$ cat src/rtl/uart_rx_oversampled.sv
// uart_rx_oversampled: 8N1 serial receiver with oversampled majority voting
// and a single-entry valid/ready output buffer.
module uart_rx_oversampled #(
    parameter int OVERSAMPLE = 16,
    parameter int DATA_BITS  = 8
) (
    input  logic                 clk,
    input  logic                 rst_n,
    input  logic                 sample_en,
    input  logic                 rx_pin,
    output logic [DATA_BITS-1:0] rx_data,
    output logic                 rx_valid,
    input  logic                 rx_ready,
    output logic                 frame_err,
    output logic                 overrun
);
    // state   | meaning
    // S_IDLE  | line idle, waiting for a low synced line
    // S_START | start bit, re-checked at mid-bit
    // S_DATA  | one voted sample per bit period, LSB first
    // S_STOP  | stop bit sampled at mid-bit
    // S_BREAK | stop bit was low, waiting for the line to go high

    localparam int TW = $clog2(OVERSAMPLE);
    localparam int BW = $clog2(DATA_BITS + 1);
    localparam logic [TW-1:0] TICK_MID = TW'(OVERSAMPLE / 2 - 1);
    localparam logic [TW-1:0] TICK_END = TW'(OVERSAMPLE - 1);
    localparam logic [BW-1:0] BIT_LAST = BW'(DATA_BITS - 1);

    typedef enum logic [2:0] {
        S_IDLE,
        S_START,
        S_DATA,
        S_STOP,
        S_BREAK
    } state_t;

    state_t               state;
    state_t               state_nxt;
    logic                 sync1;
    logic                 sync2;
    logic [2:0]           samp;
    logic                 voted_q;
    logic [TW-1:0]        tick;
    logic [TW-1:0]        tick_nxt;
    logic [BW-1:0]        bit_cnt;
    logic [BW-1:0]        bit_nxt;
    logic [DATA_BITS-1:0] shreg;
    logic                 shift_en;
    logic                 frame_done;
    logic                 stop_bad;

    always_ff @(posedge clk or negedge rst_n) begin
        if (!rst_n) begin
            sync1   <= 1'b1;
            sync2   <= 1'b1;
            samp    <= 3'b111;
            voted_q <= 1'b1;
        end else begin
            sync1 <= rx_pin;
            sync2 <= sync1;
            if (sample_en) begin
                samp    <= {samp[1:0], sync2};
                voted_q <= (samp[0] & samp[1]) | (samp[0] & samp[2]) | (samp[1] & samp[2]);
            end
        end
    end

    always_ff @(posedge clk or negedge rst_n) begin
        if (!rst_n) begin
            state   <= S_IDLE;
            tick    <= '0;
            bit_cnt <= '0;
            shreg   <= '0;
        end else begin
            state   <= state_nxt;
            tick    <= tick_nxt;
            bit_cnt <= bit_nxt;
            if (shift_en) begin
                shreg <= {voted_q, shreg[DATA_BITS-1:1]};
            end
        end
    end

    always_comb begin
        state_nxt  = state;
        tick_nxt   = tick;
        bit_nxt    = bit_cnt;
        shift_en   = 1'b0;
        frame_done = 1'b0;
        stop_bad   = 1'b0;
        if (sample_en) begin
            case (state)
                S_IDLE: begin
                    if (!sync2) begin
                        state_nxt = S_START;
                        tick_nxt  = '0;
                    end
                end
                S_START: begin
                    if (tick == TICK_MID) begin
                        tick_nxt = '0;
                        bit_nxt  = '0;
                        state_nxt = voted_q ? S_IDLE : S_DATA;
                    end else begin
                        tick_nxt = tick + TW'(1);
                    end
                end
                S_DATA: begin
                    if (tick == TICK_END) begin
                        tick_nxt = '0;
                        shift_en = 1'b1;
                        bit_nxt  = bit_cnt + BW'(1);
                        if (bit_cnt == BIT_LAST) begin
                            state_nxt = S_STOP;
                        end
                    end else begin
                        tick_nxt = tick + TW'(1);
                    end
                end
                S_STOP: begin
                    if (tick == TICK_END) begin
                        tick_nxt = '0;
                        if (voted_q) begin
                            frame_done = 1'b1;
                            state_nxt  = S_IDLE;
                        end else begin
                            stop_bad  = 1'b1;
                            state_nxt = S_BREAK;
                        end
                    end else begin
                        tick_nxt = tick + TW'(1);
                    end
                end
                S_BREAK: begin
                    if (voted_q) begin
                        state_nxt = S_IDLE;
                    end
                end
                default: state_nxt = S_IDLE;
            endcase
        end
    end

    // A completing frame wins over a same-cycle drain, so rx_valid stays high.
    always_ff @(posedge clk or negedge rst_n) begin
        if (!rst_n) begin
            rx_data   <= '0;
            rx_valid  <= 1'b0;
            frame_err <= 1'b0;
            overrun   <= 1'b0;
        end else begin
            frame_err <= stop_bad;
            overrun   <= 1'b0;
            if (frame_done) begin
                if (!rx_valid || rx_ready) begin
                    rx_data  <= shreg;
                    rx_valid <= 1'b1;
                end else begin
                    overrun <= 1'b1;
                end
            end else if (rx_valid && rx_ready) begin
                rx_valid <= 1'b0;
            end
        end
    end

endmodule

$ cat config.mk
export PLATFORM = sky130hd
export DESIGN_NAME = uart_rx_oversampled
export DESIGN_NICKNAME = d
export VERILOG_FILES = /design/src/rtl/uart_rx_oversampled.sv
export SDC_FILE = /design/constraint.sdc
export NUM_CORES = 1
export LEC_CHECK = 0
export BUFFER_PORTS_ARGS = -buffer_cell sky130_fd_sc_hd__buf_4
export CAP_MARGIN = 20
export CORE_ASPECT_RATIO = 0.6
export CORE_MARGIN = 2
export CORE_UTILIZATION = 42
export CTS_BUF_LIST = sky130_fd_sc_hd__clkbuf_4
export CTS_CLUSTER_DIAMETER = 200
export DETAILED_ROUTE_END_ITERATION = 16
export PLACE_DENSITY = 0.62
export SKIP_LAST_GASP = 1
export SYNTH_ARGS = -nofsm -noshare
export SYNTH_HDL_FRONTEND = slang
export SYNTH_SLANG_ARGS = --single-unit
$ cat constraint.sdc
create_clock -name clk -period 3.2 [get_ports clk]
set_clock_uncertainty 0.2 [all_clocks]
set_input_delay 0.16 -clock clk [delete_from_list [all_inputs] [get_ports clk]]
set_output_delay 0.16 -clock clk [all_outputs]
set_load 0.005 [all_outputs]
==> flow_summary.json <==
{
  "die_area_sq_um": 4420,
  "slew_headroom": 0.693,
  "routed-via-count": 1108,
  "met3_length_um": 133,
  "via_count_of_the_first_global_routing_pass": 1080,
  "antenna_left": 0,
  "synth_area_leaders": "dfrtp_1 46%, mux2_2 12%, dfstp_2 9.7%",
  "rr_endpoint": "rx_data[6]",
  "crit_path_max_fanout": 14,
  "num_io_pins": 16,
  "routabilityCongestion": 0.800,
  "yosys_register_bits": 36,
  "setup_tns_final_ns": 0,
  "syn_nets": 149,
  "buffer_and_inverter_count_on_the_worst_path": 1,
  "layout.cells.non_filler": 210,
  "synth-xor-area-share": 0.0107,
  "post-dp-hpwl_um": 2050,
  "synthesis.instances": 142,
  "layout_cell_share_with_drive_strength_beyond_1": 0.301,
  "synth_edf_count": 0,
  "crit-reg2reg-launch": "tick[3]",
  "cellLeakagePower_nw": 0.884,
  "yosys_top_cell_area_share": 0.460,
  "worst-slew-pin-transition_ns": 0.461,
  "route.layer.met1.wl_um": 1450,
  "num_antenna_cells": 0,
  "final.min_clock_period_ns": 2.34,
  "detail_route.wl_per_cell_um": 13.4,
  "die_width_um": 84.5,
  "netlist_top_cells_count": "30 x dfrtp_1, 18 x mux2_2, 12 x nand2_1",
  "synth-adder-area-share": 0.0215,
  "asyncSetResetFlopFracSynth": 1.00,
  "syn2layout_area_growth_pct": 14.5,
  "routed.top_layer": "met4",
  "post_detailed_routing_wire_length_um": 2820,
  "compound_gate_fraction_of_synth_area": 0.109,
  "required_time_at_the_endpoint_of_the_critical_path_ns": 3.20,
  "detail_route.vias_per_cell": 5.28,
  "timing.critical_path.from_type": "register",
  "worst_path_cell_with_the_longest_stage_delay": "dfrtp_1",
  "vdd.ir_drop.worst_uv": 313,
  "drc": 0,
  "yosys_warnings": 0,
  "max_clock_freq_mhz": 427,
  "reg2reg_depth": 5,
  "site_row_count": 17,
  "r2r_slack_ns": 0.86,
  "grt_setup_unrepaired": "no",
  "final_nets": 169,
  "synth.area.mux_share": 0.130,
  "placed_cells": 198,
  "finalCritPeriodShare": 0.732,
  "clock-root-buffer": "clkbuf_4",
  "netlist_area_sq_um": 1630,
  "setup_viol": 0,
  "clk_pin_slew_worst_paths_ns": 0.10,
  "critPathTopFamily": "simple AND/OR/NAND/NOR gates",
  "drv.max_cap_violation_count": 0,
  "cell_with_the_most_instances_after_synthesis": "dfrtp_1",
  "cp_slowest_stage_delay_ns": 0.64,
  "io_buffers": 15,
  "clock_tree_from_tritoncts": "built",
  "power.density_nw_per_um2": 612,
  "global_route.usage.total": 0.151,
  "cts.repair_timing.setup_buffer_count": 0,
  "drt_pass1_iterations": 4,
  "drv_slew": 0,
  "crit_path_end_kind": "register",
  "place_ws_ns": 0.875,
  "worstSkewPairLatency_ns": 0.32,
  "run_status": "completed",
  "cts_made_buffers": 5,
  "drt_iter0_drc": 58,
  "initial_antenna_violation_count": 0,
  "synth-seq-area-share": 0.556,
  "crit_path_cell_trace": "nand3_2, or4_4, nor2b_1, buf_4, mux2_2",
  "floorplan.core_area_sq_um": 3700,
  "synth-main-ff-cell": "dfrtp_1",
  "globalRoute.totalOverflow": 0,
  "cts_num_sinks": 36,
  "grt_max_degree": 37,
  "total_met2_wirelength_after_detailed_routing_um": 1220,
  "finalWorstSetupSlack_ns": 0.856,
  "yosysTopAreaCell": "dfrtp_1",
  "synth-simple-area-share": 0.135,
  "global_route_wire_length_before_repair_um": 5060,
  "netlist-cell-type-count": 38,
  "clock_path_buffers": 2,
  "syn_avg_cell_area_sq_um": 11.5,
  "die-height_um": 52.3,
  "final_hold_viol_count": 0,
  "synth_top_family_by_area": "simple AND/OR/NAND/NOR gates",
  "crit_arrival_ns": 2.35,
  "timing_worst_setup_path_type": "reg -> reg",
  "hold_path.class": "in -> async",
  "floorplan.initialDensity": 0.441,
  "cts_max_level": 2
}
-- logic make-up after synthesis --
kind of cell,Yosys count
simple gates,41
flops,36
compound gates,27
mux,19
buf+inv,14
fa+ha+maj,3
xor+xnor,2
-- power by group --
part           total, mW  switching (mW)  internal [mW]
clock network      0.226           0.136         0.0899
registers          0.645           0.117          0.528
logic              0.273           0.144          0.129
total               1.14           0.397          0.747
-- state kept, by name, indices dropped and copies added, names as in the netlist --
signal and count:
shreg 8, overrun 1, bit_cnt 4, rx_data 8
sync1 1, sync2 1, frame_err 1, samp 3
state 3, rx_valid 1, tick 4, voted_q 1
-- metrics by stage --
stage	util	total power [mW]	area (sq um)	hold WS [ns]
after floorplan	-	0.851	1630	-0.336
after global placement	0.480	0.903	1780	-0.0655
after detailed placement	0.480	0.920	1780	-0.0550
after CTS	0.505	1.16	1870	0.120
after global routing	0.505	1.24	1870	0.158
final	0.505	1.14	1870	0.119
-- layout by cell type (no fill, tap or decap), types with 4 or more instances in the layout --
cell            n
mux2_2         18
inv_1           7
dlygate4sd3_1   4
nand3_1         4
dfrtp_1        30
dfstp_2         6
nor2_1          5
o21ai_0        10
buf_4          16
clkbuf_4        6
nand2_1        12
-- final cells by class --
cell class                 instances  area [sq um]
clock buffer                       6          45.0
clock inverter                     2          7.51
fill                             355          1830
inverter                           7          26.3
multi-input combinational         92           663
sequential                        36           908
tap                               47          58.8
timing repair buffer              20           160
-- worst max path at each step --
stage,from,endpoint,slack [ns],depth (start not counted)
3_3_place_gp,tick[3],rx_data[5],0.94,5
3_5_place_dp,tick[0],rx_data[1],0.87,6
2_1_floorplan,tick[0],rx_data[0],1.06,6
6_report,tick[3],rx_data[6],0.86,5
5_1_grt,tick[3],rx_data[7],0.73,5
4_1_cts,tick[0],rx_data[1],0.86,6
-- layer usage --
layer / up-vias / track usage
li1: 554 / -
met1: 532 / 0.206
met2: 20 / 0.232
met3: 2 / 0.0504
met4: 0 / 0.0397
met5: - / 0
-- timing repair --
| action | 4_1_cts | 5_1_grt |
|---|---|---|
| hold buffers | 4 | 0 |
| gates resized for setup | 0 | 0 |
| hold endpoints to repair | 44 | 0 |
(Power assumes the default switching activity.)
